===== src/rtl/multicycle_controller_if.sv =====
// Bundle between the multicycle controller and the processor datapath.
// The master side is the controller: it takes opcode/flags/ack and drives strobes and selects.
interface multicycle_controller_if;
    logic [6:0]  opcode;
    logic        zero;
    logic        mem_ready;
    logic        pc_write;
    logic        pc_src;
    logic        ir_write;
    logic        reg_write;
    logic        mem_read;
    logic        mem_write;
    logic        mem_to_reg;
    logic [1:0]  alu_src_a;
    logic [1:0]  alu_src_b;
    logic [1:0]  alu_op;
    logic [2:0]  state;
    logic        halted;
    logic [31:0] retired;

    modport master (
        input  opcode, zero, mem_ready,
        output pc_write, pc_src, ir_write, reg_write, mem_read, mem_write,
               mem_to_reg, alu_src_a, alu_src_b, alu_op, state, halted, retired
    );

    modport slave (
        output opcode, zero, mem_ready,
        input  pc_write, pc_src, ir_write, reg_write, mem_read, mem_write,
               mem_to_reg, alu_src_a, alu_src_b, alu_op, state, halted, retired
    );
endinterface


===== src/rtl/multicycle_controller.sv =====
// Multicycle datapath sequencer: fetch/decode/exec/mem/writeback with illegal-opcode
// trap, memory-wait timeout and a retired-instruction counter.
//   state  | meaning
//   FETCH  | load IR and old PC, PC <= PC+4
//   DECODE | latch opcode, ALUOut <= branch target
//   EXEC   | ALU operation; BEQ resolves here
//   MEM    | data access, waits for mem_ready
//   WB     | register file write
//   TRAP   | halted until reset
module multicycle_controller #(
    parameter int MEM_TIMEOUT = 15
) (
    input  logic              clk,
    input  logic              reset,
    multicycle_controller_if.master bus
);
    typedef enum logic [2:0] {
        S_FETCH  = 3'd0,
        S_DECODE = 3'd1,
        S_EXEC   = 3'd2,
        S_MEM    = 3'd3,
        S_WB     = 3'd4,
        S_TRAP   = 3'd7
    } state_e;

    localparam logic [6:0] OP_R   = 7'b0110011;
    localparam logic [6:0] OP_I   = 7'b0010011;
    localparam logic [6:0] OP_LD  = 7'b0000011;
    localparam logic [6:0] OP_SD  = 7'b0100011;
    localparam logic [6:0] OP_BEQ = 7'b1100011;
    localparam logic [7:0] WAIT_LAST = 8'(MEM_TIMEOUT - 1);

    state_e      state_q, state_d;
    logic [6:0]  op_q, op_d;
    logic [7:0]  wait_q, wait_d;
    logic [31:0] retired_q;
    logic        retire;

    logic        pc_write_c, pc_src_c, ir_write_c, reg_write_c;
    logic        mem_read_c, mem_write_c, mem_to_reg_c;
    logic [1:0]  alu_src_a_c, alu_src_b_c, alu_op_c;

    logic is_ld, is_sd;
    assign is_ld = (op_q == OP_LD);
    assign is_sd = (op_q == OP_SD);

    always_ff @(posedge clk or posedge reset) begin
        if (reset) begin
            state_q   <= S_FETCH;
            op_q      <= '0;
            wait_q    <= '0;
            retired_q <= '0;
        end else begin
            state_q <= state_d;
            op_q    <= op_d;
            wait_q  <= wait_d;
            if (retire) retired_q <= retired_q + 32'd1;
        end
    end

    always_comb begin
        state_d      = state_q;
        op_d         = op_q;
        wait_d       = wait_q;
        retire       = 1'b0;
        pc_write_c   = 1'b0;
        pc_src_c     = 1'b0;
        ir_write_c   = 1'b0;
        reg_write_c  = 1'b0;
        mem_read_c   = 1'b0;
        mem_write_c  = 1'b0;
        mem_to_reg_c = 1'b0;
        alu_src_a_c  = 2'b00;
        alu_src_b_c  = 2'b00;
        alu_op_c     = 2'b00;

        case (state_q)
            S_FETCH: begin
                ir_write_c = 1'b1;
                pc_write_c = 1'b1;
                state_d    = S_DECODE;
            end
            S_DECODE: begin
                alu_src_a_c = 2'b10;
                alu_src_b_c = 2'b10;
                op_d        = bus.opcode;
                case (bus.opcode)
                    OP_R, OP_I, OP_LD, OP_SD, OP_BEQ: state_d = S_EXEC;
                    default:                          state_d = S_TRAP;
                endcase
            end
            S_EXEC: begin
                wait_d      = '0;
                alu_src_a_c = 2'b01;
                case (op_q)
                    OP_R: begin
                        alu_op_c = 2'b10;
                        state_d  = S_WB;
                    end
                    OP_I: begin
                        alu_src_b_c = 2'b01;
                        alu_op_c    = 2'b10;
                        state_d     = S_WB;
                    end
                    OP_LD, OP_SD: begin
                        alu_src_b_c = 2'b01;
                        state_d     = S_MEM;
                    end
                    OP_BEQ: begin
                        alu_op_c   = 2'b01;
                        pc_write_c = bus.zero;
                        pc_src_c   = 1'b1;
                        retire     = 1'b1;
                        state_d    = S_FETCH;
                    end
                    default: state_d = S_TRAP;
                endcase
            end
            S_MEM: begin
                mem_read_c  = is_ld;
                mem_write_c = is_sd;
                if (bus.mem_ready) begin
                    state_d = is_ld ? S_WB : S_FETCH;
                    retire  = is_sd;
                end else begin
                    // wait_q counts MEM cycles already spent without an ack
                    wait_d = wait_q + 8'd1;
                    if (wait_q == WAIT_LAST) state_d = S_TRAP;
                end
            end
            S_WB: begin
                reg_write_c  = 1'b1;
                mem_to_reg_c = is_ld;
                retire       = 1'b1;
                state_d      = S_FETCH;
            end
            S_TRAP:  state_d = S_TRAP;
            default: state_d = S_TRAP;
        endcase
    end

    // Reset must kill strobes combinationally, even before state_q settles.
    assign bus.pc_write   = pc_write_c   & ~reset;
    assign bus.pc_src     = pc_src_c     & ~reset;
    assign bus.ir_write   = ir_write_c   & ~reset;
    assign bus.reg_write  = reg_write_c  & ~reset;
    assign bus.mem_read   = mem_read_c   & ~reset;
    assign bus.mem_write  = mem_write_c  & ~reset;
    assign bus.mem_to_reg = mem_to_reg_c & ~reset;
    assign bus.alu_src_a  = reset ? 2'b00 : alu_src_a_c;
    assign bus.alu_src_b  = reset ? 2'b00 : alu_src_b_c;
    assign bus.alu_op     = reset ? 2'b00 : alu_op_c;
    assign bus.state      = state_q;
    assign bus.halted     = (state_q == S_TRAP) & ~reset;
    assign bus.retired    = retired_q;
endmodule


===== src/flat_wrapper.sv =====
// flat-port wrapper written by rule: the top's interface ports become plain ports
module multicycle_controller_flat 
#(
    parameter int MEM_TIMEOUT = 15
)
  (clk, reset, bus_opcode, bus_zero, bus_mem_ready, bus_pc_write, bus_pc_src, bus_ir_write, bus_reg_write, bus_mem_read, bus_mem_write, bus_mem_to_reg, bus_alu_src_a, bus_alu_src_b, bus_alu_op, bus_state, bus_halted, bus_retired);
  multicycle_controller_if bus_i ();
  input  logic clk;
  input  logic reset;
  input wire logic [$bits(bus_i.opcode)-1:0] bus_opcode;
  input wire logic [$bits(bus_i.zero)-1:0] bus_zero;
  input wire logic [$bits(bus_i.mem_ready)-1:0] bus_mem_ready;
  output wire logic [$bits(bus_i.pc_write)-1:0] bus_pc_write;
  output wire logic [$bits(bus_i.pc_src)-1:0] bus_pc_src;
  output wire logic [$bits(bus_i.ir_write)-1:0] bus_ir_write;
  output wire logic [$bits(bus_i.reg_write)-1:0] bus_reg_write;
  output wire logic [$bits(bus_i.mem_read)-1:0] bus_mem_read;
  output wire logic [$bits(bus_i.mem_write)-1:0] bus_mem_write;
  output wire logic [$bits(bus_i.mem_to_reg)-1:0] bus_mem_to_reg;
  output wire logic [$bits(bus_i.alu_src_a)-1:0] bus_alu_src_a;
  output wire logic [$bits(bus_i.alu_src_b)-1:0] bus_alu_src_b;
  output wire logic [$bits(bus_i.alu_op)-1:0] bus_alu_op;
  output wire logic [$bits(bus_i.state)-1:0] bus_state;
  output wire logic [$bits(bus_i.halted)-1:0] bus_halted;
  output wire logic [$bits(bus_i.retired)-1:0] bus_retired;
  assign bus_i.opcode = bus_opcode;
  assign bus_i.zero = bus_zero;
  assign bus_i.mem_ready = bus_mem_ready;
  assign bus_pc_write = bus_i.pc_write;
  assign bus_pc_src = bus_i.pc_src;
  assign bus_ir_write = bus_i.ir_write;
  assign bus_reg_write = bus_i.reg_write;
  assign bus_mem_read = bus_i.mem_read;
  assign bus_mem_write = bus_i.mem_write;
  assign bus_mem_to_reg = bus_i.mem_to_reg;
  assign bus_alu_src_a = bus_i.alu_src_a;
  assign bus_alu_src_b = bus_i.alu_src_b;
  assign bus_alu_op = bus_i.alu_op;
  assign bus_state = bus_i.state;
  assign bus_halted = bus_i.halted;
  assign bus_retired = bus_i.retired;
  multicycle_controller #(.MEM_TIMEOUT(MEM_TIMEOUT)) u_core (.clk(clk), .reset(reset), .bus(bus_i));
endmodule

===== config.mk =====
export PLATFORM = sky130hd
export DESIGN_NAME = multicycle_controller_flat
export DESIGN_NICKNAME = d
export VERILOG_FILES = /design/src/rtl/multicycle_controller_if.sv /design/src/rtl/multicycle_controller.sv /design/src/flat_wrapper.sv
export SDC_FILE = /design/constraint.sdc
export NUM_CORES = 1
export LEC_CHECK = 0
export CORE_MARGIN = 3
export CORE_UTILIZATION = 40
export CTS_BUF_LIST = sky130_fd_sc_hd__clkbuf_8
export DETAILED_ROUTE_END_ITERATION = 7
export DONT_BUFFER_PORTS = 1
export HOLD_SLACK_MARGIN = 0.03
export PLACE_DENSITY = 0.68
export SLEW_MARGIN = 25
export SYNTH_ARGS = -nofsm -noshare
export SYNTH_HDL_FRONTEND = slang
export SYNTH_SLANG_ARGS = --single-unit

===== constraint.sdc =====
create_clock -name clk -period 3.1 [get_ports clk]
set_clock_uncertainty 0.1 [all_clocks]
set_input_delay 0.775 -clock clk [delete_from_list [all_inputs] [get_ports clk]]
set_output_delay 0.775 -clock clk [all_outputs]
set_load 0.01 [all_outputs]

---- Word-level counts from Yosys, hierarchy flattened ----
Cells that the tools add are included.
operators by class
  $add $sub $neg .......................... 2
  multiply operators ...................... 0
  divide/modulo/power cells ............... 0
  magnitude comparators ................... 0
  eq/ne operators ......................... 18
  shifts and indexed selects .............. 0
  mux-type cells .......................... 27
  bitwise gates (word level) .............. 9
  reductions and logical operators ........ 7
operators with widths
  operator                                                                  number
  32-bit by 1-bit adder with 32-bit output (second input constant)          1
  7-bit by 6-bit == test with 1-bit output (second input constant)          4
  8-bit case mux with 2 select lines                                        1
  3-bit case mux with 5 select lines                                        1
  7-bit by 2-bit == test with 1-bit output (second input constant)          2
  7-bit by 5-bit == test with 1-bit output (second input constant)          2
  7-bit == test (second input constant)                                     2
  3-bit two-way mux                                                         4
  2-bit case mux with 2 select lines                                        3
  1-bit two-way mux                                                         10
  3-bit case mux with 3 select lines                                        1
  8-bit by 1-bit adder with 8-bit output (second input constant)            1
  1-bit AND                                                                 8
  8-bit by 4-bit == test with 1-bit output (second input constant)          1
  2-bit two-way mux                                                         4
  8-bit two-way mux                                                         1
  3-bit by 2-bit == test with 1-bit output (second input constant)          2
  3-bit == test (second input constant)                                     2
  5-bit OR reduction                                                        1
  2-bit OR reduction                                                        2
  3-bit by 1-bit == test with 1-bit output (second input constant)          1
  3-bit logical NOT                                                         1
  3-bit by 2-bit inequality test with 1-bit output (second input constant)  1
  1-bit case mux with 3 select lines                                        1
  other kinds (6)                                                           6
word-level totals
  bits in registers ....................... 50
  bits in latches ......................... 0
  bits in writable memories ............... 0
  ROM bits ................................ 0
  input bits .............................. 11
  word-level logic and storage cells ...... 67
  memories ................................ 0

---- Logic depth before layout (Yosys ltp) ----
Gate-level depths: netlist of the first run.
  word-level depth ........................ 5
  depth in mapped cells ................... 7
  depth with buffers taken out ............ 7

---- Least setup slack after synthesis of the first run ----
OpenSTA, ideal clock, no wires.
  path kind ............................... input -> output
  from .................................... in reset
  to ...................................... out bus_mem_read
  arrival time ............................ 2.406 ns
  required time ........................... 2.225 ns
  slack ................................... -0.181 ns
  cell stages on the path ................. 3
  path through ............................ inv_1 nand4_1 nor3_1
on the way
  cells in the longest elaborated chain, start to end .. 2
RTL lines
  element      line                          text
  from (decl)  flat_wrapper.sv:9             input logic reset;
  1-bit NOT    multicycle_controller.sv:147  assign bus.mem_read = mem_read_c & ~reset;
  1-bit AND    multicycle_controller.sv:147
  to (decl)    flat_wrapper.sv:17            output wire logic [$bits(bus_i.mem_read)-1:0] bus_mem_read;
Every way passes these cells.

---- Worst setup path after layout of the first run ----
  from .................................... reg u_core.state_q[1] (netlist: u_core.bus.state[1])
  to ...................................... out bus_pc_write
on the way
  cells in the longest elaborated chain, start to end .. 3
RTL lines
  element                                                                               line                          text
  from (decl)                                                                           multicycle_controller.sv:33   state_e state_q, state_d;
  from (signal assigned)                                                                multicycle_controller.sv:54   state_q <= state_d;
  3-bit by 2-bit == test with 1-bit output / 3-bit logical NOT (equally long branches)  multicycle_controller.sv:77   case (state_q)
  1-bit case mux with 2 select lines (*)                                                multicycle_controller.sv:77
  1-bit AND (*)                                                                         multicycle_controller.sv:143  assign bus.pc_write = pc_write_c & ~reset;
  to (decl)                                                                             flat_wrapper.sv:13            output wire logic [$bits(bus_i.pc_write)-1:0] bus_pc_write;
Every way passes the cells marked *; elsewhere a longest branch is shown, timed or not.

==> summary.txt, run 1 <==
Setup path
  – Critical Path End Type: primary output
  – Worst Reg-to-Reg Cells: 5
  – Required time reported for the critical path endpoint: around 2200 ps
  – Max stage delay cell, worst path: sky130_fd_sc_hd__dfrtp_1
  – Critical Path Max Stage Delay: 660 ps
  – R2r setup slk: 600 ps
  – Origin of the critical flop-to-flop path: u_core.bus.state[1]
  – Critical Path Fanout Max: 14
  – Startpoint kind of the worst setup timing path: flop
  – Cells traversed along the worst timing path: nand2b_1, nor3_1, buf_4, and3_1, a21o_1
  – Signal arrival time at the worst endpoint: 1900 ps
  – Type of the worst setup path: flop to primary output
  – FF-to-FF End: u_core.bus.retired[9]

Power
  – Power share of the clock group: 22.1%
  – Peak supply drop: approximately 0.29 mV
  – Leakage power of the design: approximately 1.1 nW
  – Fraction of power consumed by sequential logic: a little over half
  – Combinational cell fraction of total power: 23.4%
  – Power per Cell Area: 612 mW/mm²
  – Power dissipated by switching net loads: 0.000598 W
  – Internal: 0.00112 W
  – Switching Fraction: 34.9%

Synthesis
  – Sequential element share of the synthesized area: 47.9%
  – Number of synthesized register bits: 50
  – Mean Syn Cell Area: ~11 µm²
  – Number of enable-type register cells in the synthesized netlist: 0
  – Area of the mapped netlist: ~0.0026 mm²
  – Syn_nets: around 260
  – Most common library cells after synthesis: sky130_fd_sc_hd__dfrtp_1 (50), sky130_fd_sc_hd__nand2_1 (30), sky130_fd_sc_hd__xnor2_1 (21), sky130_fd_sc_hd__nor2_1 (18), sky130_fd_sc_hd__xor2_1 (16)
  – Number of instances in the synthesized netlist: approximately 250
  – Dominant cell type by area after synthesis: sky130_fd_sc_hd__dfrtp_1
  – Cell with the most instances after synthesis: sky130_fd_sc_hd__dfrtp_1
  – Fraction of synthesized cell area taken by the top area cell type: 47.9%
  – Cell types occupying the most area after synthesis: sky130_fd_sc_hd__dfrtp_1 (48%), sky130_fd_sc_hd__xnor2_1 (7.0%), sky130_fd_sc_hd__xor2_1 (5.4%)
  – Cell variety after synth: 46
  – Share of flip-flops with an asynchronous set or reset after synthesis: 100%
  – Warning count from the yosys run: 0
  – Most used flip-flop cell after synthesis: sky130_fd_sc_hd__dfrtp_1

Floorplanning
  – Die Width: just under 90 µm
  – Core Footprint: around 0.006 mm²
  – I/O Pins: 60
  – Initial Util: 42.6%
  – Number of core rows: 28
  – Overall die height: between 80 and 90 µm
  – Die area: 0.00754 mm²

Worst hold path
  – Worst min-delay path class: primary input to asynchronous set/reset pin

Global route
  – Total routing usage reported by global routing: 14.6%
  – Pin count of the biggest net entering global routing: 21
  – Global-route wire length before repair: 8790 µm
  – GRT Residual Overflow: 0
  – Antenna violations before repair: 0
  – Number of global-route vias before repair: 1792

Clock network
  – Hold-fix buffer count after cts: 0
  – Number of clock buffers inserted by TritonCTS: 5
  – Number of buffers on the longest clock path: 2
  – Clock Latency Late Sink: between 200 and 300 ps
  – Clock transition at the registers of the reported paths: roughly 80 ps
  – Number of levels the H-tree was split into: 2
  – Number of clock sinks seen by CTS: 50
  – Number of buffers inserted by post-CTS setup repair: 0
  – CTS tree: built
  – Post-CTS sizing: 0
  – Root Buffer: sky130_fd_sc_hd__clkbuf_8

Place
  – Number of placed instances with taps included: 318
  – Input/output buffers: 0
  – Half-perimeter wire length of the detailed placement result: 4010 µm
  – GP Congestion: between 0.7 and 0.8

Drt
  – DRC errors left: 0
  – Number of nets still failing antenna checks after routing: 0
  – Initial DRT Pass Iterations: 7
  – Via total after detailed routing: approximately 1800
  – Final routed wirelength across all metal layers: 5240 µm
  – Via count normalized by instance count: between 5 and 6
  – Post-DR wirelength/cell: around 16 µm
  – Drt initial violations: 91

Cells and area
  – Sequential cell area: between 0.001 and 0.0015 mm²
  – Layout overhead on the synthesized area: 7.33%
  – Count of non-filler cells in the finished layout: ~330
  – Antenna cells: 0
  – Number of nets in the layout: 264
  – Fill cells: between 500 and 600
  – Share of layout cells above drive strength 1: a little over an eighth
  – Footprint of the multi-input gates: between 0.001 and 0.0015 mm²

Timing
  – Final hold vios: 0
  – Number of failing setup endpoints in the final timing report: 0
  – Slew of the pin with the lowest slew margin: 637 ps
  – Max_slew headroom: a little under three fifths
  – RSZ-0062 raised after global routing: false
  – Max Clock Freq: about 0.36 GHz
  – Time the final worst path needs with I/O delays and setup: ~2800 ps
  – Share of the clock period used by the worst path after layout: between 80% and 90%
  – Max-slew violation count: 0
  – Sum of negative setup slack: 0 ps

Job
  – Max capacitance violation total: 0

Run status
  – Outcome: finished clean
==> power by group through the flow <==
stage / clock network [W] / logic, W / registers, W
finish: 0.000378 / 0.000401 / 0.000935
global route: 0.000414 / 0.000457 / 0.000960
CTS: 0.000398 / 0.000409 / 0.000936
detailed placement: 0 / 0.000409 / 0.000947
global placement: 0 / 0.000401 / 0.000941
floorplan: 0 / 0.000357 / 0.000883
==> cell families (layout without fill, tap and decap cells) <==
kind of cell | after synthesis | after routing | synth area share [%]
simple gates | 120 | 120 | 27.8
flops | 50 | 50 | 47.9
xor+xnor | 37 | 37 | 12.4
compound gates | 18 | 18 | 5.94
buf+inv | 11 | 17 | 1.92
mux | 6 | 6 | 2.59
fa+ha+maj | 3 | 3 | 1.44
==> final cells by class <==
cell class | count | area share, %
Multi-Input combinational cell | 184 | 46.8
Sequential cell | 50 | 44.6
Tap cell | 75 | 3.35
Clock buffer | 6 | 2.95
Timing Repair Buffer | 5 | 1.34
Inverter | 4 | 0.669
Clock inverter | 2 | 0.312
==> stage by stage <==
step / utilization [%] / power [W] / hold WS, ps / setup WS (ps) / instance area (µm²)
finish: 45.7 / 0.00172 / 225 / 328 / 2800
global route: 45.7 / 0.00183 / 240 / 207 / 2800
CTS: 45.7 / 0.00174 / 227 / 310 / 2800
detailed placement: 44.2 / 0.00136 / 394 / 621 / 2710
global placement: 44.2 / 0.00134 / 382 / 674 / 2710
floorplan: - / 0.00124 / 372 / 185 / 2620
==> flip-flops by register name, indices dropped and copies added (netlist names) <==
register	flops
u_core.bus.retired	32
u_core.bus.state	3
u_core.wait_q	8
u_core.op_q	7
==> critical path, delay by kind of cell, from the launching register on <==
family | cells | cell delay (ps)
buf+inv | 1 | 160
compound gates | 1 | 180
flops | 1 | 660
simple gates | 3 | 590
==> worst max path at each step <==
stage,startpoint,to,slack [ps],cells after the start
floorplan,reset,bus_alu_src_b[1],190,3
global placement,u_core.bus.state[1],u_core.bus.retired[9],670,5
detailed placement,u_core.bus.state[1],u_core.bus.retired[9],620,5
CTS,u_core.bus.state[1],bus_pc_write,310,5
global route,u_core.bus.state[1],bus_pc_write,210,5
finish,u_core.bus.state[1],bus_pc_write,330,5
==> layer usage <==
| layer | GRT usage, % | vias to the layer above | part of all wire, % |
|---|---|---|---|
| met5 | 0 | - | 0 |
| met4 | 4.11 | 0 | 1.1 |
| met3 | 5.70 | 4 | 7.4 |
| met2 | 22.6 | 54 | 48 |
| met1 | 18.9 | 883 | 44 |
| li1 | - | 877 | - |
==> placed cells by master, fill, tap and decap left out, drive strengths merged, types with 5 or more instances in the layout <==
cell type	count
and3	9
a21oi	5
nand2	30
xor2	16
nor2	18
buf	5
nand4	14
nand3	13
dfrtp	50
mux2	6
nor4	7
nor3	7
xnor2	21
clkbuf	6
Note: power is estimated with default switching activity, not from simulation.
==> inputs of run 2 (changes only) <==
CAP_MARGIN = 5   (was unset)
GPL_ROUTABILITY_DRIVEN = 0   (was unset)
PLACE_DENSITY = unset   (was 0.68)
==> run 2 against run 1 <==
Critical path depth did not move. Die area did not move. Via count barely moved. Largest power group unchanged. Sequential power barely moved. Largest cell class unchanged. Power rose by 4.6%.
==> summary.txt, run 2 (synthesis results as in run 1) <==
Run status
  – Outcome: finished clean

Floorplanning
  – Number of core rows: 28
  – Core Footprint: slightly above 0.006 mm²
  – Overall die height: between 80 and 90 µm
  – I/O Pins: 60
  – Die area: roughly 0.0075 mm²
  – Die Width: 86.8 µm
  – Initial Util: between 40% and 50%

Clock network
  – Clock Latency Late Sink: approximately 300 ps
  – Number of buffers inserted by post-CTS setup repair: 0
  – Number of buffers on the longest clock path: 2
  – Hold-fix buffer count after cts: 0
  – Number of levels the H-tree was split into: 2
  – Number of clock sinks seen by CTS: 50
  – Number of clock buffers inserted by TritonCTS: 5
  – Root Buffer: sky130_fd_sc_hd__clkbuf_8
  – CTS tree: built
  – Post-CTS sizing: 0
  – Clock transition at the registers of the reported paths: approximately 80 ps

Setup path
  – Critical Path Fanout Max: 14
  – Type of the worst setup path: flop to primary output
  – Required time reported for the critical path endpoint: about 2200 ps
  – Signal arrival time at the worst endpoint: 1900 ps
  – Critical Path End Type: primary output
  – Origin of the critical flop-to-flop path: u_core.bus.state[1]
  – FF-to-FF End: u_core.bus.retired[9]
  – Startpoint kind of the worst setup timing path: flop
  – R2r setup slk: between 400 and 500 ps
  – Worst Reg-to-Reg Cells: 5

Place
  – Input/output buffers: 0
  – Number of placed instances with taps included: about 320
  – Half-perimeter wire length of the detailed placement result: around 3900 µm
  – DP Area: about 0.0027 mm²

Power
  – Peak supply drop: 0.251 mV
  – Combinational cell fraction of total power: ~22%
  – Fraction of power consumed by sequential logic: between 50 and 60%
  – Power share of the clock group: about a quarter
  – Switching Fraction: between 30% and 40%
  – Internal: 0.00118 W
  – Power per Cell Area: approximately 640 mW/mm²
  – Leakage power of the design: approximately 1.1 nW
  – Power dissipated by switching net loads: 0.000615 W

Timing
  – Max-slew violation count: 0
  – Max Clock Freq: between 0.3 and 0.4 GHz
  – Final hold vios: 0
  – Time the final worst path needs with I/O delays and setup: between 2000 and 3000 ps
  – Share of the clock period used by the worst path after layout: between 80 and 90%
  – RSZ-0062 raised after global routing: false
  – Number of failing setup endpoints in the final timing report: 0
  – Max_slew headroom: 56.9%
  – Hold slack final: 151 ps
  – Slew of the pin with the lowest slew margin: ~640 ps
  – Sum of negative setup slack: 0 ps

Job
  – Max capacitance violation total: 0

Drt
  – Post-DR wirelength/cell: about 16 µm
  – Final routed wirelength across all metal layers: approximately 5300 µm
  – DRC errors left: 0
  – Drt initial violations: 92
  – Number of nets still failing antenna checks after routing: 0
  – Via count normalized by instance count: around 5.6
  – Via total after detailed routing: 1819
  – Initial DRT Pass Iterations: 4

Global route
  – Global-route wire length before repair: approximately 9000 µm
  – Most used routing layer: met2
  – Antenna violations before repair: 0
  – Total routing usage reported by global routing: 14.8%
  – Met2 Usage GRT: between 20% and 30%
  – Number of global-route vias before repair: 1741
  – Pin count of the biggest net entering global routing: 46
  – Global routing usage on met3: under 10%
  – GR met1 Demand/Resource: about a fifth
  – GRT Residual Overflow: 0

Cells and area
  – Layout overhead on the synthesized area: 7.90%
  – Max FFs per register: 32
  – Number of nets in the layout: ~260
  – Commonest non-fill, non-tap cell in the layout: sky130_fd_sc_hd__dfrtp_1
  – Share of layout cells above drive strength 1: a little over an eighth
  – Count of non-filler cells in the finished layout: roughly 330
  – Finished Core Util: around 46%
  – Design area: 0.00282 mm²
  – Leading cell types in the layout, fill and taps excluded: sky130_fd_sc_hd__dfrtp_1 (50), sky130_fd_sc_hd__nand2_1 (30), sky130_fd_sc_hd__xnor2_1 (21)
  – Antenna cells: 0

Worst hold path
  – Worst min-delay path class: primary input to asynchronous set/reset pin
## run 2: cell types whose count changed in the layout (fill, tap and decap cells not counted)
| cell | change |
|---|---|
| sky130_fd_sc_hd__bufinv_16 | +1 |
| sky130_fd_sc_hd__buf_4 | -1 |
| sky130_fd_sc_hd__clkinvlp_4 | +2 |
| sky130_fd_sc_hd__clkbuf_8 | -1 |
| sky130_fd_sc_hd__inv_1 | -1 |
| sky130_fd_sc_hd__clkinv_2 | -1 |
## run 2: power groups by stage
stage / Combinational, W / Clock (W) / Sequential, W
floorplan: 0.000357 / 0 / 0.000883
global placement: 0.000393 / 0 / 0.000944
detailed placement: 0.000400 / 0 / 0.000949
CTS: 0.000403 / 0.000474 / 0.000935
global route: 0.000441 / 0.000500 / 0.000962
finish: 0.000399 / 0.000460 / 0.000935
## run 2: layer usage
metal  routed length, µm  vias to the layer above
met2                2460                       42
met3                 419                        4
met1                2430                      901
met4                  31                        0
met5                   0                        -
li1                    -                      872
## run 2: worst max-delay path by stage
| stage | from | end | slack (ps) | cells past startpoint |
|---|---|---|---|---|
| finish | u_core.bus.state[1] | bus_pc_write | 320 | 5 |
| global placement | u_core.bus.state[1] | u_core.bus.retired[9] | 670 | 5 |
| floorplan | reset | bus_alu_src_b[1] | 190 | 3 |
| global route | u_core.bus.state[1] | bus_pc_write | 160 | 5 |
| detailed placement | u_core.bus.state[1] | u_core.bus.retired[9] | 530 | 5 |
| CTS | u_core.bus.state[1] | bus_pc_write | 320 | 5 |
## run 2: final cells by class
class,instances,area [µm²]
Fill cell,564,3310
Clock inverter,3,45.0
Tap cell,75,93.8
Sequential cell,50,1250
Timing Repair Buffer,4,30.0
Multi-Input combinational cell,184,1310
Clock buffer,5,68.8
Inverter,4,18.8
## run 2: worst max-delay path: stages, from the launching register on
cell and delay (ps):
sky130_fd_sc_hd__dfrtp_1 660, sky130_fd_sc_hd__nand2b_1 200, sky130_fd_sc_hd__nor3_1 170, sky130_fd_sc_hd__buf_4 170, sky130_fd_sc_hd__and3_1 230, sky130_fd_sc_hd__a21o_1 180
## run 2: metrics by stage
stage	worst slack, ps	power (W)
floorplan	185	0.00124
global placement	668	0.00134
detailed placement	530	0.00135
CTS	317	0.00181
global route	160	0.00190
finish	324	0.00179
==> inputs of run 3 (changes only) <==
clock period = 2.25 ns   (was 3.1 ns; I/O delays follow)
==> run 3 against run 2 <==
Non-clock buffer count increased by 21. Setup slack got worse by 240 ps. Combinational power increased by 81%. Via count increased by 5.5%. Sequential power increased by 32%. Largest cell class unchanged.
==> summary.txt, run 3 (synthesis results as in run 1) <==
Drt
  – Number of nets still failing antenna checks after routing: 0
  – Post-DR wirelength/cell: between 15 and 20 µm
  – Initial DRT Pass Iterations: 4
  – Via count normalized by instance count: roughly 5.5
  – Via total after detailed routing: 1919
  – Final routed wirelength across all metal layers: between 5000 and 6000 µm
  – DRC errors left: 0
  – Drt initial violations: 84

Worst hold path
  – Worst min-delay path class: primary input to asynchronous set/reset pin

Timing
  – RSZ-0062 raised after global routing: false
  – Max Clock Freq: roughly 0.46 GHz
  – Number of failing setup endpoints in the final timing report: 0
  – Share of the clock period used by the worst path after layout: 96.3%
  – Time the final worst path needs with I/O delays and setup: between 2000 and 2500 ps
  – Slew of the pin with the lowest slew margin: 515 ps
  – Final hold vios: 0
  – Max-slew violation count: 0
  – Max_slew headroom: 65.6%
  – Hold slack final: 114 ps

Power
  – Power share of the clock group: 22.5%
  – Power per Cell Area: approximately 830 mW/mm²
  – Combinational cell fraction of total power: between 20% and 30%
  – Internal: 0.00162 W
  – Power after layout: about 0.0025 W
  – Leakage power of the design: approximately 1.2 nW
  – Power dissipated by switching net loads: slightly below 0.0009 W
  – Switching Fraction: between 30% and 40%
  – Peak supply drop: approximately 0.36 mV
  – Fraction of power consumed by sequential logic: between 40% and 50%

Global route
  – Pin count of the biggest net entering global routing: 30
  – Antenna violations before repair: 0
  – Global-route wire length before repair: approximately 9700 µm
  – Number of global-route vias before repair: a little under 2000
  – Total routing usage reported by global routing: approximately 16%
  – GRT Residual Overflow: 0

Floorplanning
  – Overall die height: around 87 µm
  – Initial Util: 42.6%
  – Core Footprint: a little over 0.006 mm²
  – Die area: 0.00754 mm²
  – Number of core rows: 28
  – Die Width: between 80 and 90 µm
  – I/O Pins: 60

Cells and area
  – Share of layout cells above drive strength 1: a little under a quarter
  – Max FFs per register: 32
  – Finished Core Util: around half
  – Number of nets in the layout: roughly 280
  – Design area: roughly 0.0030 mm²
  – Fill cells: 563
  – Layout overhead on the synthesized area: 15.4%
  – Commonest non-fill, non-tap cell in the layout: sky130_fd_sc_hd__dfrtp_1
  – Leading cell types in the layout, fill and taps excluded: sky130_fd_sc_hd__dfrtp_1 (50), sky130_fd_sc_hd__nand2_1 (30), sky130_fd_sc_hd__buf_4 (23)
  – Antenna cells: 0

Place
  – DP Area: 0.00285 mm²
  – Half-perimeter wire length of the detailed placement result: 4370 µm
  – Input/output buffers: 0

Setup path
  – R2r setup slk: 130 ps
  – Critical Path End Type: primary output
  – Required time reported for the critical path endpoint: 1590 ps
  – Destination of the critical timing path: bus_pc_write
  – Origin of the critical flop-to-flop path: u_core.bus.retired[6]
  – Crit path from: u_core.op_q[2]
  – FF-to-FF End: u_core.bus.retired[19]
  – Critical Path Fanout Max: 8
  – Signal arrival time at the worst endpoint: roughly 1500 ps
  – Startpoint kind of the worst setup timing path: flop
  – Worst Reg-to-Reg Cells: 5
  – Type of the worst setup path: flop to primary output

Clock network
  – Number of clock sinks seen by CTS: 50
  – Number of clock buffers inserted by TritonCTS: 5
  – Clock transition at the registers of the reported paths: about 90 ps
  – Hold-fix buffer count after cts: 0
  – Number of levels the H-tree was split into: 2
  – Clock Latency Late Sink: approximately 320 ps
  – CTS tree: built
  – Root Buffer: sky130_fd_sc_hd__clkbuf_8
  – Number of buffers on the longest clock path: 2

Run status
  – Outcome: finished clean

Job
  – Max capacitance violation total: 0
[run 3: cell types whose count changed in the layout (fill, tap and decap cells not counted), sizes merged]
cell      previous run  this run
buf                  4        25
clkbuf               5         6
bufinv               1         0
clkinv               0         2
clkinvlp             3         1
[run 3: metal layers]
layer	vias to the layer above	global-route usage (%)	wire [µm]
met5	-	0	0
met4	0	4.39	61
met3	5	6.18	395
met2	43	25.8	2720
met1	952	21.2	2620
li1	919	-	-
[run 3: worst min path at each step]
stage,to,depth (start not counted)
finish,u_core.bus.retired[25],2
global route,u_core.bus.retired[25],2
CTS,u_core.bus.retired[27],2
detailed placement,u_core.op_q[3],1
global placement,u_core.op_q[3],1
floorplan,u_core.op_q[0],1
[run 3: through the flow]
step	setup TNS (ps)	setup slack [ps]	cells
after CTS	0	6.59	345
after detailed placement	0	131	335
after floorplan	-468	-191	245
final	0	84.2	346
after global placement	0	160	335
after global routing	0	4.13	346
[run 3: worst max-delay path, stage by stage, from the launching register on]
cell	delay, ps
sky130_fd_sc_hd__dfrtp_1	380
sky130_fd_sc_hd__and4bb_4	340
sky130_fd_sc_hd__buf_4	140
sky130_fd_sc_hd__and3_4	180
sky130_fd_sc_hd__a21o_1	160
[run 3: power groups by stage]
stage	clock network, W	registers [W]	logic (W)
after floorplan	0	0.00122	0.000497
after global placement	0	0.00123	0.000657
after detailed placement	0	0.00124	0.000665
after CTS	0.000576	0.00122	0.000692
after global routing	0.000626	0.00126	0.000802
final	0.000566	0.00123	0.000721
[run 3: what timing repair did]
item / in CTS / in global routing
buffers inserted: 2 / 1
gates resized for setup: 3 / 7
gates cloned: 0 / 0
pin swaps: 1 / 1
setup endpoints to repair: 4 / 9
[run 3: final cells by class]
type	instances	area (µm²)	share of cell area, %
clock inverter	2	17.5	0.581
multi-input combinational	184	1360	45.0
sequential	50	1250	41.5
inverter	4	18.8	0.623
tap	75	93.8	3.11
clock buffer	6	82.6	2.74
timing repair buffer	25	195	6.48
